`src/rtl/reg_snapshot.sv`:
```
// Double-buffered register-file snapshot for the debug text screen: copies the
// 32 CPU registers into the shadow bank once per frame, then swaps banks.
//
// state   | meaning
// --------+----------------------------------------------------------
// IDLE    | waiting for a vsync edge or snap_req
// CAPTURE | reading register cnt from the CPU into the shadow bank
// SWAP    | one cycle; flips the displayed bank unless frozen
module reg_snapshot #(
  parameter logic VSYNC_ACTIVE = 1'b0
) (
  input  logic        clk,
  input  logic        resetn,
  input  logic        vsync,
  input  logic        snap_req,
  input  logic        freeze,
  output logic [4:0]  cpu_regAddr,
  input  logic [31:0] cpu_regData,
  input  logic [4:0]  vga_regAddr,
  output logic [31:0] vga_regData,
  output logic        busy,
  output logic [7:0]  snap_cnt
);

  typedef enum logic [1:0] {
    S_IDLE    = 2'd0,
    S_CAPTURE = 2'd1,
    S_SWAP    = 2'd2
  } state_t;

  state_t      state, state_nxt;
  logic [4:0]  cnt;
  logic        active;
  logic        vsync_q;
  logic        trig;
  logic        start;
  logic        cap_en;
  logic        swap_en;
  logic [31:0] bank0 [32];
  logic [31:0] bank1 [32];

  assign trig = ((vsync == VSYNC_ACTIVE) && (vsync_q != VSYNC_ACTIVE)) || snap_req;

  always_comb begin
    state_nxt   = state;
    busy        = 1'b0;
    cpu_regAddr = 5'd0;
    start       = 1'b0;
    cap_en      = 1'b0;
    swap_en     = 1'b0;
    case (state)
      S_IDLE: begin
        if (trig && !freeze) begin
          start     = 1'b1;
          state_nxt = S_CAPTURE;
        end
      end
      S_CAPTURE: begin
        busy        = 1'b1;
        cpu_regAddr = cnt;
        cap_en      = 1'b1;
        if (cnt == 5'd31) state_nxt = S_SWAP;
      end
      S_SWAP: begin
        busy      = 1'b1;
        swap_en   = !freeze;
        state_nxt = S_IDLE;
      end
      default: state_nxt = S_IDLE;
    endcase
  end

  always_ff @(posedge clk or negedge resetn) begin
    if (!resetn) begin
      state    <= S_IDLE;
      vsync_q  <= ~VSYNC_ACTIVE;
      cnt      <= 5'd0;
      active   <= 1'b0;
      snap_cnt <= 8'd0;
    end else begin
      state   <= state_nxt;
      vsync_q <= vsync;
      if (start) cnt <= 5'd0;
      else if (cap_en) cnt <= cnt + 5'd1;
      if (swap_en) begin
        active   <= ~active;
        snap_cnt <= snap_cnt + 8'd1;
      end
    end
  end

  // The shadow is always the bank not currently displayed.
  always_ff @(posedge clk or negedge resetn) begin
    if (!resetn) begin
      for (int i = 0; i < 32; i++) begin
        bank0[i] <= 32'd0;
        bank1[i] <= 32'd0;
      end
    end else if (cap_en) begin
      if (active) bank0[cnt] <= cpu_regData;
      else        bank1[cnt] <= cpu_regData;
    end
  end

  assign vga_regData = active ? bank1[vga_regAddr] : bank0[vga_regAddr];

endmodule

```
`config.mk`:
```
export PLATFORM = sky130hd
export DESIGN_NAME = reg_snapshot
export DESIGN_NICKNAME = d
export VERILOG_FILES = /design/src/rtl/reg_snapshot.sv
export SDC_FILE = /design/constraint.sdc
export NUM_CORES = 2
export LEC_CHECK = 0
export BUFFER_PORTS_ARGS = -buffer_cell sky130_fd_sc_hd__clkbuf_2
export CAP_MARGIN = 20
export CORE_MARGIN = 4
export CORE_UTILIZATION = 40
export DETAILED_ROUTE_END_ITERATION = 8
export PLACE_DENSITY = 0.51
export SLEW_MARGIN = 20
export SYNTH_ARGS = -nofsm -noshare
export SYNTH_HDL_FRONTEND = slang
export SYNTH_SLANG_ARGS = --single-unit
export TNS_END_PERCENT = 5
```
`constraint.sdc`:
```
create_clock -name clk -period 4.65 [get_ports clk]
set_clock_uncertainty 0.2 [all_clocks]
set_input_delay 0.465 -clock clk [delete_from_list [all_inputs] [get_ports clk]]
set_output_delay 0.465 -clock clk [all_outputs]
set_load 0.01 [all_outputs]
```
==> summary.md <==
| Metric | Value |
|---|---|
| Critical path buffer and inverter count | `1` |
| Later-pin clock latency in the skew report | `0.85 ns` |
| Hold-fix buffer count after cts | `9` |
| Clock H-tree levels | `4` |
| P&R area growth vs syn | `12.9%` |
| Worst vdd rail ir drop | `0.000411 V` |
| Global router's overall resource usage | `23.1%` |
| Area of the core | `235000 µm²` |
| Seq cells post-synth | `2065` |
| Clock sink count | `2065` |
| Post-route cell area | `107000 µm²` |
| Clock root cell | `sky130_fd_sc_hd__clkbuf_16` |
| Post-synth net total | `6231` |
| Share of the yosys chip area belonging to registers | `54.6%` |
| Pwr dens | `460 nW/µm²` |
| Worst-path maximum fanout | `17` |
| Via Count | `54180` |
| Critical Path Source Type | `flip-flop` |
| Most heavily used metal layer in global routing | `met2` |
| Kind of path behind the tightest hold check | `input port to async pin` |
| Worst endpoint data arrival time | `3.88 ns` |
| Largest net degree at the start of global routing | `132` |
| Warning count from the yosys run | `0` |
| Setup repair after global routing missed its margin | `false` |
| Global-route track usage on met3 | `2.98%` |
| Sequence of cells on the critical path | `nand2_2 -> o221ai_1 -> a21oi_1 -> a21oi_1 -> nor2_1 -> clkbuf_2` |
| CP endpoint kind | `output pin` |
| # IOs | `88` |
| GRT met1 Usage | `32.9%` |
| Final period util | `97.7%` |
| Post-Place Worst Slack | `0.343 ns` |
| Final count of hold timing violations | `0` |
| Total half-perimeter wirelength after legalization and detailed placement | `171000 µm` |
| Clock slew at reported path FFs | `0.06 ns` |
| Cell count after synthesis | `6179` |
| Worst slew margin relative to its limit | `17.2%` |
| Most frequent cell after synthesis | `sky130_fd_sc_hd__dfrtp_1` |
| Slowest cell on the critical path | `sky130_fd_sc_hd__dfrtp_2` |
| Maximum clock frequency | `0.220 GHz` |
| Reported leakage power | `50.8 nW` |
| Die ar. | `244000 µm²` |
| Placer congestion estimate | `0.758` |
| Number of buffers inserted to repair setup after CTS | `0` |
| Synthesized area per cell | `15.3 µm²` |
| Critical path type | `flip-flop to output pin` |
| Vertical die dimension | `494 µm` |
| Antenna violations before repair | `10` |
| Global-route congestion overflow total | `0` |
| Count of instances resized after the clock tree is built | `0` |
| Result of the run | `completed` |
| Largest stage delay on the critical path | `0.67 ns` |
| Share of flip-flops with an asynchronous set or reset after synthesis | `100%` |
| Number of nets with antenna violations after detailed routing | `0` |
| Cell types with the highest counts after synthesis | `sky130_fd_sc_hd__dfrtp_1, sky130_fd_sc_hd__mux2_2, sky130_fd_sc_hd__mux4_2, sky130_fd_sc_hd__mux2_1, sky130_fd_sc_hd__clkbuf_1` |
| Post-Route Hold Slack | `0.0918 ns` |
| Fin Setup TNS | `0 ns` |
| Met2 Use GR | `37.8%` |
| Number of global-route vias before repair | `57739` |
| Most used cell along the critical path | `sky130_fd_sc_hd__a21oi_1` |
| Largest area contributor in the synthesized netlist | `sky130_fd_sc_hd__dfrtp_1` |
| Post-synth cell types | `64` |
| Net total in the final layout | `6229` |
| Final setup fails | `0` |
| Initial cell density of the core | `40.2%` |
| Slew at the pin closest to its max-slew limit | `1.23 ns` |
| Die boundary width | `494 µm` |
| Commonest register cell after synthesis | `sky130_fd_sc_hd__dfrtp_1` |
| Longest Clk Path Bufs | `3` |
| Share of the synthesized area in the top cell type | `54.6%` |
| Kind of cell with the highest combined delay on the critical path | `simple AND/OR/NAND/NOR gates` |
| Clock period minus final worst setup slack | `4.54 ns` |
| Worst setup margin | `0.109 ns` |
| WL per Instance | `29.5 µm` |
| Max-slew violation count | `0` |
| WL final | `281000 µm` |
| Count of maximum capacitance violations | `0` |
| Area contributors post-synth | `sky130_fd_sc_hd__dfrtp_1, sky130_fd_sc_hd__mux2_2, sky130_fd_sc_hd__mux4_2, sky130_fd_sc_hd__mux2_1, sky130_fd_sc_hd__mux2i_1` |
| Global-route wire length before repair | `417000 µm` |
| Cell area after synthesis | `94600 µm²` |
| Clock tree from TritonCTS | `done` |
| EDFF count, synth | `0` |
| Final core area utilization | `45.4%` |
| Detailed-routing iteration count for the pre-antenna-repair pass | `5` |
| Endpoint required time on the critical path | `3.98 ns` |
| Instance area at placement | `99300 µm²` |
| Vias per inst | `5.69` |
| Number of design-rule violations left by the first detailed-router iteration | `3266` |
| DRC viols | `0` |
| PortBufs | `87` |
| Num CTS Buffers | `223` |
| Number of placement rows | `178` |
| Layout cell share with drive strength beyond 1 | `47.2%` |
-- through the flow --
stage	instances	power (mW)
after floorplan	6179	28.1
after global placement	9092	31.3
after detailed placement	9093	31.6
after CTS	9516	49.7
after global routing	9521	51.3
final	9525	49.1
-- sequential cells by signal, indices dropped and copies added (netlist names) --
name	cells
active	1
state	2
vsync_q	1
bank1	1024
snap_cnt	8
cnt	5
bank0	1024
-- cell type report --
cell class | instances | area, µm²
inverters | 6 | 25.0
clock inverters | 74 | 717
diodes | 9 | 22.5
repair buffers | 403 | 3670
flip-flops and latches | 2065 | 51700
multi-input cells | 3478 | 40100
clock buffers | 340 | 6660
fillers | 20764 | 128000
well taps | 3150 | 3940
-- routing by layer --
| layer | wire [µm] | up-vias | part of all wire, % |
|---|---|---|---|
| met4 | 6110 | 0 | 2.2 |
| met3 | 8820 | 345 | 3.1 |
| met1 | 130000 | 30215 | 46 |
| met5 | 0 | - | 0 |
| li1 | - | 22854 | - |
| met2 | 136000 | 766 | 48 |
-- power by group --
part           internal, mW  switching (mW)  leakage [nW]
clock                  10.5            7.42          3.68
combinational          4.43            4.20          18.8
sequential             21.0            1.53          28.3
total                  35.9            13.1          50.8
-- final timing paths --
| check | start | endpoint | slack [ns] | depth (start not counted) |
|---|---|---|---|---|
| max | active$_DFFE_PN0P_ | vga_regData[11] | 0.11 | 6 |
| min | resetn | bank1[253]$_DFFE_PN0P_ | 0.09 | 2 |
| max reg2reg | active$_DFFE_PN0P_ | bank1[932]$_DFFE_PN0P_ | 1.28 | 6 |
| min reg2reg | snap_cnt[7]$_DFFE_PN0P_ | snap_cnt[7]$_DFFE_PN0P_ | 0.27 | 1 |
| max in group asynchronous | resetn | bank0[60]$_DFFE_PN0P_ | 2.71 | 3 |
| min in group clk | cpu_regData[1] | bank0[65]$_DFFE_PN0P_ | 0.19 | 3 |
-- logic make-up (layout without fill, tap and decap cells) --
family	after synthesis	after routing	share of synthesized area [%]
xor+xnor	11	11	0.102
mux	2713	2713	37.0
compound gates	378	378	2.71
flops	2065	2065	54.6
other cells	0	9	0
fa+ha+maj	10	10	0.132
buf+inv	636	823	3.45
simple gates	366	366	2.01
-- cells in the final DEF, fill, tap and decap left out, types with 7 or more instances in the layout --
master,count
sky130_fd_sc_hd__dlygate4sd3_1,9
sky130_fd_sc_hd__buf_4,244
sky130_fd_sc_hd__a22oi_1,12
sky130_fd_sc_hd__nor2_1,66
sky130_fd_sc_hd__mux4_2,408
sky130_fd_sc_hd__clkbuf_1,56
sky130_fd_sc_hd__dfrtp_1,2063
sky130_fd_sc_hd__nor2b_1,53
sky130_fd_sc_hd__clkbuf_16,226
sky130_fd_sc_hd__a21oi_1,102
sky130_fd_sc_hd__o221ai_1,32
sky130_fd_sc_hd__bufinv_16,12
sky130_fd_sc_hd__a211oi_1,73
sky130_fd_sc_hd__buf_12,64
sky130_fd_sc_hd__mux2_1,375
sky130_fd_sc_hd__o21ai_0,13
sky130_fd_sc_hd__clkbuf_8,59
sky130_fd_sc_hd__clkinv_2,51
sky130_fd_sc_hd__mux2_2,1751
sky130_fd_sc_hd__nor2_4,66
sky130_fd_sc_hd__ha_1,10
sky130_fd_sc_hd__o22ai_1,72
sky130_fd_sc_hd__a31oi_1,15
sky130_fd_sc_hd__nand3_1,27
sky130_fd_sc_hd__nor3_1,14
sky130_fd_sc_hd__a311oi_1,24
sky130_fd_sc_hd__a211o_1,8
sky130_fd_sc_hd__clkbuf_2,79
sky130_fd_sc_hd__diode_2,9
sky130_fd_sc_hd__nand2_1,75
sky130_fd_sc_hd__nand3b_1,7
sky130_fd_sc_hd__mux2i_1,177
sky130_fd_sc_hd__nor4_1,9
Note: power is estimated with default switching activity, not from simulation.
